**config.mk**
```make
export PLATFORM = sky130hd
export DESIGN_NAME = program_memory
export DESIGN_NICKNAME = d
export VERILOG_FILES = /design/src/rtl/program_memory.sv
export SDC_FILE = /design/constraint.sdc
export NUM_CORES = 1
export LEC_CHECK = 0
export ABC_AREA = 1
export CORE_MARGIN = 2
export CORE_UTILIZATION = 30
export DETAILED_ROUTE_END_ITERATION = 8
export PLACE_DENSITY = 0.48
export SYNTH_ARGS = -nofsm -noshare
export SYNTH_HDL_FRONTEND = slang
export SYNTH_SLANG_ARGS = --single-unit
```
**constraint.sdc**
```tcl
create_clock -name clk -period 6.18 [get_ports clk]
set_input_delay 0.618 -clock clk [delete_from_list [all_inputs] [get_ports clk]]
set_output_delay 0.618 -clock clk [all_outputs]
set_load 0.005 [all_outputs]
```
**src/rtl/program_memory.sv**
```systemverilog
// ============================================================================
// Module   : program_memory
// Purpose  : Synchronous instruction store with a write port, a registered
//            fetch and a hardware clear sequencer that fills the array with NOP.
// Revision : 1.0
// ============================================================================
`default_nettype none

module program_memory #(
    parameter int                 DATA_W   = 12,
    parameter int                 ADDR_W   = 4,
    parameter int                 DEPTH    = 16,
    parameter logic [DATA_W-1:0]  NOP_WORD = '0
) (
    input  logic              clk,
    input  logic              reset,
    input  logic              clear_req,
    output logic              ready,
    input  logic              wr_en,
    input  logic [ADDR_W-1:0] wr_addr,
    input  logic [DATA_W-1:0] wr_data,
    output logic              wr_err,
    input  logic              rd_en,
    input  logic [ADDR_W-1:0] pc,
    output logic [DATA_W-1:0] instr,
    output logic              instr_valid,
    output logic              rd_err
);

    typedef enum logic [0:0] {
        ST_CLEAR = 1'b0,
        ST_RUN   = 1'b1
    } state_t;

    // One extra bit so that DEPTH == 2**ADDR_W is representable.
    localparam logic [ADDR_W:0] c_depth = (ADDR_W+1)'(DEPTH);
    localparam logic [ADDR_W:0] c_last  = (ADDR_W+1)'(DEPTH - 1);

    logic [DATA_W-1:0] r_mem [DEPTH];

    state_t            r_state;
    logic [ADDR_W:0]   r_clr_cnt;
    logic              r_ready;
    logic [DATA_W-1:0] r_instr;
    logic              r_instr_valid;
    logic              r_wr_err;
    logic              r_rd_err;

    logic              w_wr_in_range;
    logic              w_rd_in_range;
    logic              w_mem_we;
    logic [ADDR_W-1:0] w_mem_addr;
    logic [DATA_W-1:0] w_mem_data;

    assign w_wr_in_range = ({1'b0, wr_addr} < c_depth);
    assign w_rd_in_range = ({1'b0, pc} < c_depth);

    // Single array write port shared by the clear sequencer and the loader.
    always_comb begin
        w_mem_we   = 1'b0;
        w_mem_addr = '0;
        w_mem_data = NOP_WORD;
        if (!reset) begin
            if (r_state == ST_CLEAR) begin
                w_mem_we   = 1'b1;
                w_mem_addr = r_clr_cnt[ADDR_W-1:0];
            end else if (wr_en && !clear_req && w_wr_in_range) begin
                w_mem_we   = 1'b1;
                w_mem_addr = wr_addr;
                w_mem_data = wr_data;
            end
        end
    end

    always_ff @(posedge clk) begin
        if (w_mem_we) begin
            r_mem[w_mem_addr] <= w_mem_data;
        end
    end

    always_ff @(posedge clk or posedge reset) begin
        if (reset) begin
            r_state       <= ST_CLEAR;
            r_clr_cnt     <= '0;
            r_ready       <= 1'b0;
            r_instr       <= NOP_WORD;
            r_instr_valid <= 1'b0;
            r_wr_err      <= 1'b0;
            r_rd_err      <= 1'b0;
        end else if (r_state == ST_CLEAR) begin
            r_instr_valid <= 1'b0;
            r_rd_err      <= 1'b0;
            r_wr_err      <= wr_en;
            if (r_clr_cnt == c_last) begin
                r_state   <= ST_RUN;
                r_ready   <= 1'b1;
                r_clr_cnt <= '0;
            end else begin
                r_clr_cnt <= r_clr_cnt + 1'b1;
            end
        end else begin
            // Read samples the array before this edge's write lands.
            r_instr_valid <= rd_en;
            r_rd_err      <= rd_en && !w_rd_in_range;
            r_wr_err      <= wr_en && (clear_req || !w_wr_in_range);
            if (rd_en) begin
                r_instr <= w_rd_in_range ? r_mem[pc] : NOP_WORD;
            end
            if (clear_req) begin
                r_state   <= ST_CLEAR;
                r_ready   <= 1'b0;
                r_clr_cnt <= '0;
            end
        end
    end

    assign ready       = r_ready;
    assign instr       = r_instr;
    assign instr_valid = r_instr_valid;
    assign wr_err      = r_wr_err;
    assign rd_err      = r_rd_err;

endmodule

`default_nettype wire

```
Yosys cells after proc, flatten, opt, wreduce, memory -nomap -nowiden. Memories as Yosys holds them, arrays and structs flattened. A register that Yosys moved wholly into a read port is not among the register bits. Cells that the tools add are included.

Add/sub/neg operators: 1. Multipliers: 0. Divide/modulo/power cells: 0. $lt $le $gt $ge: 0. Equal/unequal tests: 2. Shifts and indexed selects: 0. Mux-type cells: 22. Bitwise logic cells: 0. Reductions and logical operators: 6.

Operators with widths (count): $mux 12 (3); $mux 5 (3); $mux 1 (13); $mux 4 (3); $add 5x1->5 const B (1); $eq 5x4->1 const B (1); $reduce_and 2->1 (2); $logic_and 1x1->1 (2); $ne 2x2->1 const B (1); $reduce_bool 2->1 (1); $logic_not 1->1 (1).

Bits in registers: 9. Bits in latches: 0. Bits in writable memories: 192. Memory bits (read-only): 0. Input port bits: 25. Output and inout port bits: 16. Word-level logic and storage cells: 37. Memories kept: 1.

Memories: r_mem (words 16, bits a word 12, rd ports 1, clocked after Yosys merged registers in 1, wr ports 1, line 39) `logic [DATA_W-1:0] r_mem [DEPTH];`.

Logic depth before layout (Yosys ltp). Gate-level depths: netlist of run 1.

Depth in word-level cells: 7. Gate-level depth with buffers: 12. Depth with buffers taken out: 9.

Worst setup path before layout of run 1. OpenSTA, ideal clock, no wires.

Path kind: input-to-reg. Start point: input reset. End point: memory r_mem[0][0] (enable). Data arrival time: 2426 ps. Data required time: 5781 ps. Slack: 3355 ps. Cell stages on the path: 6. Path through: inv_1 > nand2_1 > nand2_1 > o21ai_0 > o21ai_1 > nor3b_1.

Longest elaborated chain between the ends: 3.

Ends and longest elaborated chain: from (decl) (line 16) `input logic reset,`; $mux 1 (line 63) `if (!reset) begin`; $mux 1 (line 76) `if (w_mem_we) begin`; $mux 1 (implied by the code) (line 77) `r_mem[w_mem_addr] <= w_mem_data;`; to (decl) (line 39).

Several ways; a longest one is shown, not always the timed one.

Final worst setup path of run 1.
Start point: input clear_req. End point: memory r_mem[15][4] (enable).

Longest elaborated chain between the ends: 7.

Ends and longest elaborated chain: from (decl) (line 17) `input logic clear_req,`; $logic_not 1->1 (*) (line 67) `end else if (wr_en && !clear_req && w_wr_in_range) begin`; $logic_and 1x1->1 (*) (line 67); $mux 1 (line 67); $mux 1 (line 64) `if (r_state == ST_CLEAR) begin`; $mux 1 (line 63); $mux 1 (line 76); $mux 1 (implied by the code) (line 77).

Every way passes the cells marked *; elsewhere a longest branch is shown, timed or not.

==> results of run 1 <==
==> per-stage QoR <==
step	utilization [%]	setup WS (ns)	hold slack, ns	area, sq um
floorplan	-	3.355	0.4723	8805
global placement	33.14	2.516	0.4691	9538
detailed placement	33.14	2.439	0.4687	9538
CTS	35.60	2.960	0.4845	10240
global route	35.60	2.637	0.5188	10240
finish	35.60	2.997	0.4765	10240
==> worst register-to-register path: cells and delay by family (launching register included) <==
kind	cells	cell delay [ns]
and+or+nand+nor	5	1.69
DFF	1	0.55
AOI/OAI and AO/OA	1	0.16
==> metal layers <==
metal	track usage [%]	part of all wire, %	vias up
met5	0	0	-
li1	-	-	2792
met4	4.236	2.8	0
met3	1.905	3.7	43
met2	23.72	48	122
met1	19.98	46	2732
==> worst max path at each step <==
| stage | from | to |
|---|---|---|
| CTS | clear_req | r_mem[10][3]$_DFFE_PP_ |
| detailed placement | clear_req | r_mem[10][3]$_DFFE_PP_ |
| floorplan | reset | r_mem[0][0]$_DFFE_PP_ |
| global route | wr_en | r_mem[3][9]$_DFFE_PP_ |
| finish | clear_req | r_mem[15][4]$_DFFE_PP_ |
| global placement | wr_en | r_mem[10][9]$_DFFE_PP_ |
==> flip-flops by register name, summed over array words and instances (netlist names) <==
register	count
ready	1
instr	12
r_mem	192
r_state	1
instr_valid	1
r_clr_cnt	5
wr_err	1
==> cell type report <==
cell class | count | area share (%)
Clock buffer | 29 | 5.936
Inverter | 13 | 0.5007
Multi-Input combinational cell | 525 | 21.59
Sequential cell | 213 | 61.41
Timing Repair Buffer | 55 | 4.910
Tap cell | 384 | 4.690
Clock inverter | 11 | 0.9648
==> kinds of logic after synthesis <==
family | synth area share, %
adders and majority gates | 0.1421
other | 0.04259
buffers and inverters | 3.510
and+or+nand+nor | 24.23
AOI/OAI and AO/OA | 0.5257
xor gates and xnor gates | 0.09949
DFF | 71.45
==> power by group through the flow <==
| stage | Combinational (mW) | Sequential, mW | Clock, mW |
|---|---|---|---|
| after floorplan | 0.381 | 1.91 | 0 |
| after global placement | 0.646 | 1.93 | 0 |
| after detailed placement | 0.650 | 1.94 | 0 |
| after CTS | 0.653 | 1.91 | 1.32 |
| after global routing | 0.720 | 1.93 | 1.37 |
| final | 0.639 | 1.91 | 1.30 |
==> cells in the final DEF (no fill, tap or decap), types with 2 or more instances in the layout <==
cell	Yosys	layout
a21oi_1	2	2
buf_4	4	17
bufinv_16	0	2
clkbuf_1	6	5
clkbuf_16	0	23
clkdlybuf4s50_1	0	37
clkinv_1	0	5
clkinv_2	0	4
dfrtp_1	21	21
edfxtp_1	192	192
inv_1	10	10
inv_2	2	2
nand2_1	324	324
nand3_1	148	148
nor2_1	37	36
nor2_2	1	2
o21ai_0	3	3
==> impl_metrics.py, run 1 <==
metrics = {
    "timing": {
        "setup_tns_ns": 0,
        "rsz0062_at_grt": "false",
        "tightest_slew_ns": 1.143,
        "hold_viol": 0,
        "slew_headroom_pct": 23.53,
        "fmax_mhz": 314.1,
        "setup_viol": 0,
        "finalCritPeriodShare_pct": 51.51,
        "fin_worst_skew_ns": 0.01001,
        "finalCriticalPeriod_ns": 3.183,
        "drv_slew": 0,
    },
    "synth": {
        "synthArstFlopShare_pct": 9.859,
        "synth_top_area_share_pct": 65.48,
        "syn_nets": 821,
        "synth-seq-cells": 213,
        "netlist_area_sq_um": 8805,
        "synthCells": 795,
        "synth_common_cells": "nand2_1 (324), edfxtp_1 (192), nand3_1 (148)",
        "ys_warn_count": 0,
        "synth_edf_count": 192,
        "syn_area_per_cell_sq_um": 11.08,
        "synth_ff_type": "edfxtp_1",
        "synth_top_area_cell": "edfxtp_1",
        "yosysSeqAreaShare_pct": 71.45,
        "synth.most_common_cell": "nand2_1",
        "yosys-top-cells-area": "edfxtp_1 (65%), nand2_1 (14%), nand3_1 (8.4%)",
        "synth_cell_types": 26,
    },
    "min_path": {
        "hp-start": "instr[5]$_DFFE_PP0P_",
        "hp-class": "flop to flop",
        "hold_depth": 2,
        "min_to": "instr[5]$_DFFE_PP0P_",
    },
    "pwr": {
        "internal_power_mw": 2.816,
        "peakVddDrop_mv": 0.1792,
        "cellLeakagePower_nw": 3.918,
        "p_total_mw": 3.843,
        "p_sw_share_pct": 26.72,
        "p_sw_mw": 1.027,
        "pwr-share-comb_pct": 16.6,
        "powerDensity_nw_per_um2": 375.1,
        "clkPwrFrac_pct": 33.7,
        "pwr-share-seq_pct": 49.6,
    },
    "worst_setup_path": {
        "crit_family": "simple AND/OR/NAND/NOR gates",
        "cp_cell_sequence": "clkdlybuf4s50_1 -> nor2_1 -> nor2_4 -> nor2_2 -> nand2_1 -> inv_1 -> nand2_1 -> nor2_1",
        "critical_path_class": "primary input to flop",
        "r2r_slack_ns": 3.39,
        "path_buf_inv": 2,
        "regToRegEndpoint": "r_mem[4][11]$_DFFE_PP_",
        "cp.arrival_ns": 3.30,
        "crit_cells": 8,
        "startpoint_type": "primary input",
        "worstSetupEndpointType": "flop",
        "worstPathRequired_ns": 6.30,
        "reg2reg_from": "r_state$_DFF_PP0_",
        "slowest_stage": "nor2_1",
        "reg2regPathDepth": 6,
        "slowest_delay_ns": 0.88,
        "crit_fanout": 13,
    },
    "placement": {
        "placed_cells": 1190,
        "place_hpwl_mm": 13.57,
        "port_buffers": 39,
        "place.gp.congestion": 0.7768,
    },
    "clocking": {
        "cts_buffer_depth": 3,
        "htreeDepth": 1,
        "cts_setup_buffers": 0,
        "tritoncts": "done",
        "path_clk_slew_ns": 0.06,
        "cts_sinks": 213,
        "cts_root_buf": "clkbuf_16",
        "cts_resized": 0,
        "cts_buffers": 23,
        "clk_latency_ns": 0.50,
        "postCtsHoldBufs": 0,
    },
    "drt": {
        "detail-route-antenna-nets": 0,
        "drc": 0,
        "vias": 5689,
        "dr.pass1.iters": 5,
        "finalWirelength_mm": 22.12,
        "detail_route.wl_per_cell_microns": 17.98,
        "viasPerCell": 4.625,
        "drt_iter0_drc": 415,
    },
    "flow_run": {
        "drv_cap": 0,
    },
    "die": {
        "io_pins": 41,
        "core_area_sq_um": 28780,
        "die_area_sq_um": 30740,
        "dieWidth_microns": 175.3,
        "initial_core_util_pct": 30.59,
        "rows": 62,
        "die_h_microns": 175.3,
    },
    "finish": {
        "final_cell_count_no_fill": 1230,
        "multi_input_area_sq_um": 2212,
        "n_antenna_cell": 0,
        "nets": 857,
        "area.growth.synth_to_final_pct": 16.36,
        "fillers": 2801,
        "seq_area_sq_um": 6291,
        "drive_gt1_share_pct": 6.619,
    },
    "global_route": {
        "grt_max_degree": 97,
        "grt_pass1_vias": 5518,
        "grt_usage_pct": 14.42,
        "grt-ovfl-total": 0,
        "antenna_found_initial": 0,
        "grt_pass1_wl_mm": 33.38,
    },
    "outcome": {
        "outcome": "finished clean",
    },
}
No activity file was read; power rests on OpenSTA's default activity.
==> run 2, diff against run 1 <==
==> constraint.sdc (replaced) <==
create_clock -name clk -period 3.25 [get_ports clk]
set_input_delay 0.325 -clock clk [delete_from_list [all_inputs] [get_ports clk]]
set_output_delay 0.325 -clock clk [all_outputs]
set_load 0.005 [all_outputs]
==> run 2 against run 1 <==
  * Non-clock buffer count up 21
  * Global-route usage up 0.86 points
  * Sequential cell count unchanged
  * Critical path depth unchanged
  * Clock power up 97%
  * Sequential share of layout area down 1.2 points
  * Cell count up 1.9%
  * Critical path type is now flop to flop
  * Largest cell class unchanged
==> impl_metrics.py, run 2 (synthesis gave the netlist of run 1 again) <==
metrics = {
    "outcome": {
        "outcome": "finished clean",
    },
    "finish": {
        "area.growth.synth_to_final_pct": 18.72,
        "layout_common_cells": "nand2_1 (324), edfxtp_1 (192), nand3_1 (148)",
        "final_common_cell": "nand2_1",
        "drive_gt1_share_pct": 9.091,
        "largest-register": "r_mem",
        "n_antenna_cell": 0,
        "largest_reg_flops": 192,
        "fillers": 2859,
        "nets": 879,
    },
    "worst_setup_path": {
        "cp_cell_sequence": "inv_2 -> nor2_4 -> nor2_2 -> nand2_1 -> inv_1 -> nand2_1 -> nor2_1 -> buf_4",
        "worstSetupEndpointType": "flop",
        "slowest_delay_ns": 0.49,
        "slowest_stage": "dfrtp_1",
        "worstPathRequired_ns": 3.45,
        "reg2reg_from": "r_state$_DFF_PP0_",
        "critical_path_class": "flop to flop",
        "crit_fanout": 10,
        "reg2regPathDepth": 8,
        "cp.arrival_ns": 2.32,
        "crit_family": "simple AND/OR/NAND/NOR gates",
        "regToRegEndpoint": "r_mem[7][9]$_DFFE_PP_",
        "path_buf_inv": 3,
        "cp_common_cell": "nand2_1",
        "r2r_slack_ns": 1.13,
        "startpoint_type": "flop",
    },
    "global_route": {
        "grt_usage_pct": 15.28,
        "grt_pass1_wl_mm": 34.96,
        "grt_pass1_vias": 5770,
        "grt_max_degree": 50,
        "antenna_found_initial": 0,
        "grt-ovfl-total": 0,
    },
    "die": {
        "io_pins": 41,
        "initial_core_util_pct": 30.59,
        "rows": 62,
        "die_area_sq_um": 30740,
        "core_area_sq_um": 28780,
        "dieWidth_microns": 175.3,
        "die_h_microns": 175.3,
    },
    "clocking": {
        "cts_buffers": 24,
        "cts_sinks": 213,
        "cts_resized": 0,
        "cts_setup_buffers": 0,
        "clk_latency_ns": 0.50,
        "cts_buffer_depth": 3,
        "cts_root_buf": "clkbuf_16",
        "path_clk_slew_ns": 0.06,
        "postCtsHoldBufs": 0,
        "htreeDepth": 1,
        "tritoncts": "done",
    },
    "timing": {
        "rsz0062_at_grt": "false",
        "tightest_slew_ns": 0.9885,
        "drv_slew": 0,
        "fmax_mhz": 472.7,
        "setup_tns_ns": 0,
        "finalCriticalPeriod_ns": 2.115,
        "hold_viol": 0,
        "fin_worst_skew_ns": 0.009128,
        "slew_headroom_pct": 34.00,
        "finalCritPeriodShare_pct": 65.09,
        "setup_viol": 0,
        "hold_ws_ns": 0.1157,
    },
    "placement": {
        "place.gp.congestion": 0.8027,
        "place_hpwl_mm": 14.70,
        "port_buffers": 39,
    },
    "drt": {
        "dr.pass1.iters": 4,
        "finalWirelength_mm": 23.63,
        "viasPerCell": 4.649,
        "detail_route.wl_per_cell_microns": 18.86,
        "vias": 5825,
        "drc": 0,
        "drt_iter0_drc": 377,
        "detail-route-antenna-nets": 0,
    },
    "pwr": {
        "peakVddDrop_mv": 0.4600,
        "powerDensity_nw_per_um2": 711.9,
        "p_total_mw": 7.441,
        "cellLeakagePower_nw": 4.046,
    },
    "min_path": {
        "hp-class": "primary input to async pin",
    },
    "flow_run": {
        "drv_cap": 0,
    },
}
[run 2: worst max-delay path by stage]
| stage | start | end | slack (ns) | depth (start not counted) |
|---|---|---|---|---|
| 2_1_floorplan | reset | r_mem[0][0]$_DFFE_PP_ | 0.72 | 6 |
| 3_3_place_gp | wr_en | r_mem[7][10]$_DFFE_PP_ | 0.79 | 10 |
| 3_5_place_dp | clear_req | r_mem[7][6]$_DFFE_PP_ | 0.76 | 9 |
| 4_1_cts | r_state$_DFF_PP0_ | r_mem[7][9]$_DFFE_PP_ | 1.11 | 8 |
| 5_1_grt | r_state$_DFF_PP0_ | r_mem[7][3]$_DFFE_PP_ | 0.92 | 8 |
| 6_report | r_state$_DFF_PP0_ | r_mem[7][9]$_DFFE_PP_ | 1.13 | 8 |
[run 2: cell type report]
type                            count  area [sq um]  area share, %
Multi-Input combinational cell    525          2210          21.14
Clock inverter                     10         75.07         0.7182
Tap cell                          384         480.5          4.597
Inverter                           13         51.30         0.4908
Timing Repair Buffer               76         673.1          6.440
Sequential cell                   213          6291          60.19
Clock buffer                       32         671.9          6.428
[run 2: where the power goes]
part	internal, mW	total, mW	switching (mW)
sequential	3.46	3.62	0.155
clock	1.52	2.56	1.04
combinational	0.469	1.27	0.797
[run 2: per-layer routing]
| metal | wire (microns) | GRT usage [%] | vias to the layer above | part of all wire, % |
|---|---|---|---|---|
| met5 | 0 | 0 | - | 0 |
| met4 | 487 | 3.854 | 0 | 2.1 |
| met3 | 1039 | 2.229 | 35 | 4.4 |
| met2 | 11370 | 25.85 | 131 | 48 |
| met1 | 10730 | 20.68 | 2833 | 45 |
| li1 | - | - | 2826 | - |
[run 2: metrics by stage]
step	util [%]	cell area (sq um)	worst slack (ns)	std cells
after floorplan	-	8805	0.7180	795
after global placement	33.72	9706	0.7869	1211
after detailed placement	33.72	9706	0.7567	1211
after CTS	36.32	10450	1.113	1253
after global routing	36.32	10450	0.9179	1253
final	36.32	10450	1.135	1253
==> run 3, diff against run 2 <==
==> constraint.sdc (replaced) <==
create_clock -name clk -period 2.1 [get_ports clk]
set_input_delay 0.21 -clock clk [delete_from_list [all_inputs] [get_ports clk]]
set_output_delay 0.21 -clock clk [all_outputs]
set_load 0.005 [all_outputs]
==> run 3 against run 2 <==
  * Clock-buffer cell count down 4
  * Total power up 62%
  * Critical endpoint is now r_mem[0][3]$_DFFE_PP_
  * Critical path type unchanged
  * Clock skew about the same
  * Sequential power up 54%
==> impl_metrics.py, run 3 (synthesis gave the netlist of run 1 again) <==
metrics = {
    "outcome": {
        "outcome": "finished clean",
    },
    "pwr": {
        "p_sw_share_pct": 25.86,
        "pwr-share-comb_pct": 17.2,
        "peakVddDrop_mv": 0.9517,
        "p_total_mw": 12.06,
        "internal_power_mw": 8.938,
        "pwr-share-seq_pct": 46.3,
        "powerDensity_nw_per_um2": 1111,
        "clkPwrFrac_pct": 36.4,
        "cellLeakagePower_nw": 4.198,
        "p_sw_mw": 3.117,
    },
    "worst_setup_path": {
        "cp.arrival_ns": 2.07,
        "critical_path_class": "flop to flop",
        "crit_fanout": 12,
        "worstSetupEndpointType": "flop",
        "worstPathRequired_ns": 2.30,
        "startpoint_type": "flop",
    },
    "timing": {
        "tightest_slew_ns": 0.9101,
        "finalCritPeriodShare_pct": 88.85,
        "setup_tns_ns": 0,
        "fmax_mhz": 536.0,
        "rsz0062_at_grt": "false",
        "setup_slack_ns": 0.2342,
        "hold_ws_ns": 0.1785,
        "hold_viol": 0,
        "setup_viol": 0,
        "finalCriticalPeriod_ns": 1.866,
        "fin_worst_skew_ns": 0.009255,
        "drv_slew": 0,
        "slew_headroom_pct": 39.26,
    },
    "global_route": {
        "antenna_found_initial": 1,
        "grt_pass1_vias": 5976,
        "grt_pass1_wl_mm": 35.68,
        "grt_max_degree": 97,
        "grt-ovfl-total": 0,
        "grt_usage_pct": 15.35,
    },
    "finish": {
        "area.growth.synth_to_final_pct": 23.19,
        "largest_reg_flops": 192,
        "final_util_pct": 37.69,
        "layout_common_cells": "nand2_1 (324), edfxtp_1 (192), nand3_1 (148), clkdlybuf4s50_1 (37), nor2_1 (34)",
        "largest-register": "r_mem",
        "nets": 890,
        "fillers": 2813,
        "drive_gt1_share_pct": 10.67,
        "stdcell_area_sq_um": 10850,
        "final_common_cell": "nand2_1",
        "final_cell_count_no_fill": 1267,
    },
    "placement": {
        "dpl-instance-area_sq_um": 10010,
        "port_buffers": 39,
        "place_hpwl_mm": 14.45,
        "placed_cells": 1222,
        "place.gp.congestion": 0.8346,
        "post-place-ws_ns": -0.05766,
    },
    "die": {
        "rows": 62,
        "io_pins": 41,
        "die_area_sq_um": 30740,
        "die_h_microns": 175.3,
        "core_area_sq_um": 28780,
        "dieWidth_microns": 175.3,
        "initial_core_util_pct": 30.59,
    },
    "drt": {
        "detail-route-antenna-nets": 0,
        "finalWirelength_mm": 23.27,
        "drt_iter0_drc": 467,
        "vias": 5877,
        "viasPerCell": 4.639,
        "detail_route.wl_per_cell_microns": 18.36,
        "drc": 0,
        "dr.pass1.iters": 5,
    },
    "clocking": {
        "cts_resized": 0,
        "cts_setup_buffers": 0,
        "htreeDepth": 1,
        "cts_buffer_depth": 3,
        "cts_sinks": 213,
        "cts_root_buf": "clkbuf_16",
        "path_clk_slew_ns": 0.06,
        "tritoncts": "done",
        "cts_buffers": 24,
        "clk_latency_ns": 0.51,
        "postCtsHoldBufs": 0,
    },
    "min_path": {
        "hp-class": "primary input to async pin",
    },
    "flow_run": {
        "drv_cap": 0,
    },
}
run 3: cell count changes in the layout (fill, tap and decap cells not counted), sizes merged:
cell,delta
clkinv,+3
bufinv,+4
clkinvlp,-2
diode,+2
clkbuf,-4
buf,+11
run 3: area by class of cell:
cell class | count | area, sq um | share of cell area, %
Inverter | 13 | 51.30 | 0.4729
Clock buffer | 28 | 636.9 | 5.871
Tap cell | 384 | 480.5 | 4.430
Timing Repair Buffer | 87 | 968.4 | 8.928
Multi-Input combinational cell | 525 | 2217 | 20.44
Sequential cell | 213 | 6291 | 58.00
Clock inverter | 15 | 196.4 | 1.811
Antenna cell | 2 | 5.005 | 0.04614
run 3: layer usage:
| layer | part of all wire [%] | vias up | track usage, % |
|---|---|---|---|
| met1 | 44 | 2885 | 20.49 |
| met4 | 2.1 | 0 | 3.924 |
| li1 | - | 2852 | - |
| met5 | 0 | - | 0 |
| met2 | 50 | 106 | 26.48 |
| met3 | 3.5 | 34 | 1.970 |
run 3: worst paths after layout:
path	from	to	cells after the start	slack, ns
worst max-delay path	r_state$_DFF_PP0_	r_mem[0][3]$_DFFE_PP_	6	0.23
worst min-delay path	reset	r_state$_DFF_PP0_	3	0.18
worst max register to register	r_state$_DFF_PP0_	r_mem[0][3]$_DFFE_PP_	6	0.23
worst min register to register	instr[0]$_DFFE_PP0P_	instr[0]$_DFFE_PP0P_	2	0.48
max in group asynchronous	reset	instr[3]$_DFFE_PP0P_	3	1.70
min in group clk	wr_en	wr_err$_DFF_PP0_	3	0.24
run 3: critical path, cell delays in order (launching register included):
cell and delay (ns):
dfrtp_1 0.41, inv_2 0.13, o21ai_0 0.31, buf_4 0.17, o21ai_1 0.11, nor3b_2 0.19, buf_4 0.24
run 3: power by group through the flow:
stage / clock (mW) / combinational, mW / sequential, mW
floorplan: 0 / 1.14 / 5.63
finish: 4.39 / 2.08 / 5.58
detailed placement: 0 / 2.11 / 5.67
global route: 4.65 / 2.32 / 5.65
global placement: 0 / 2.10 / 5.67
CTS: 4.49 / 2.12 / 5.59
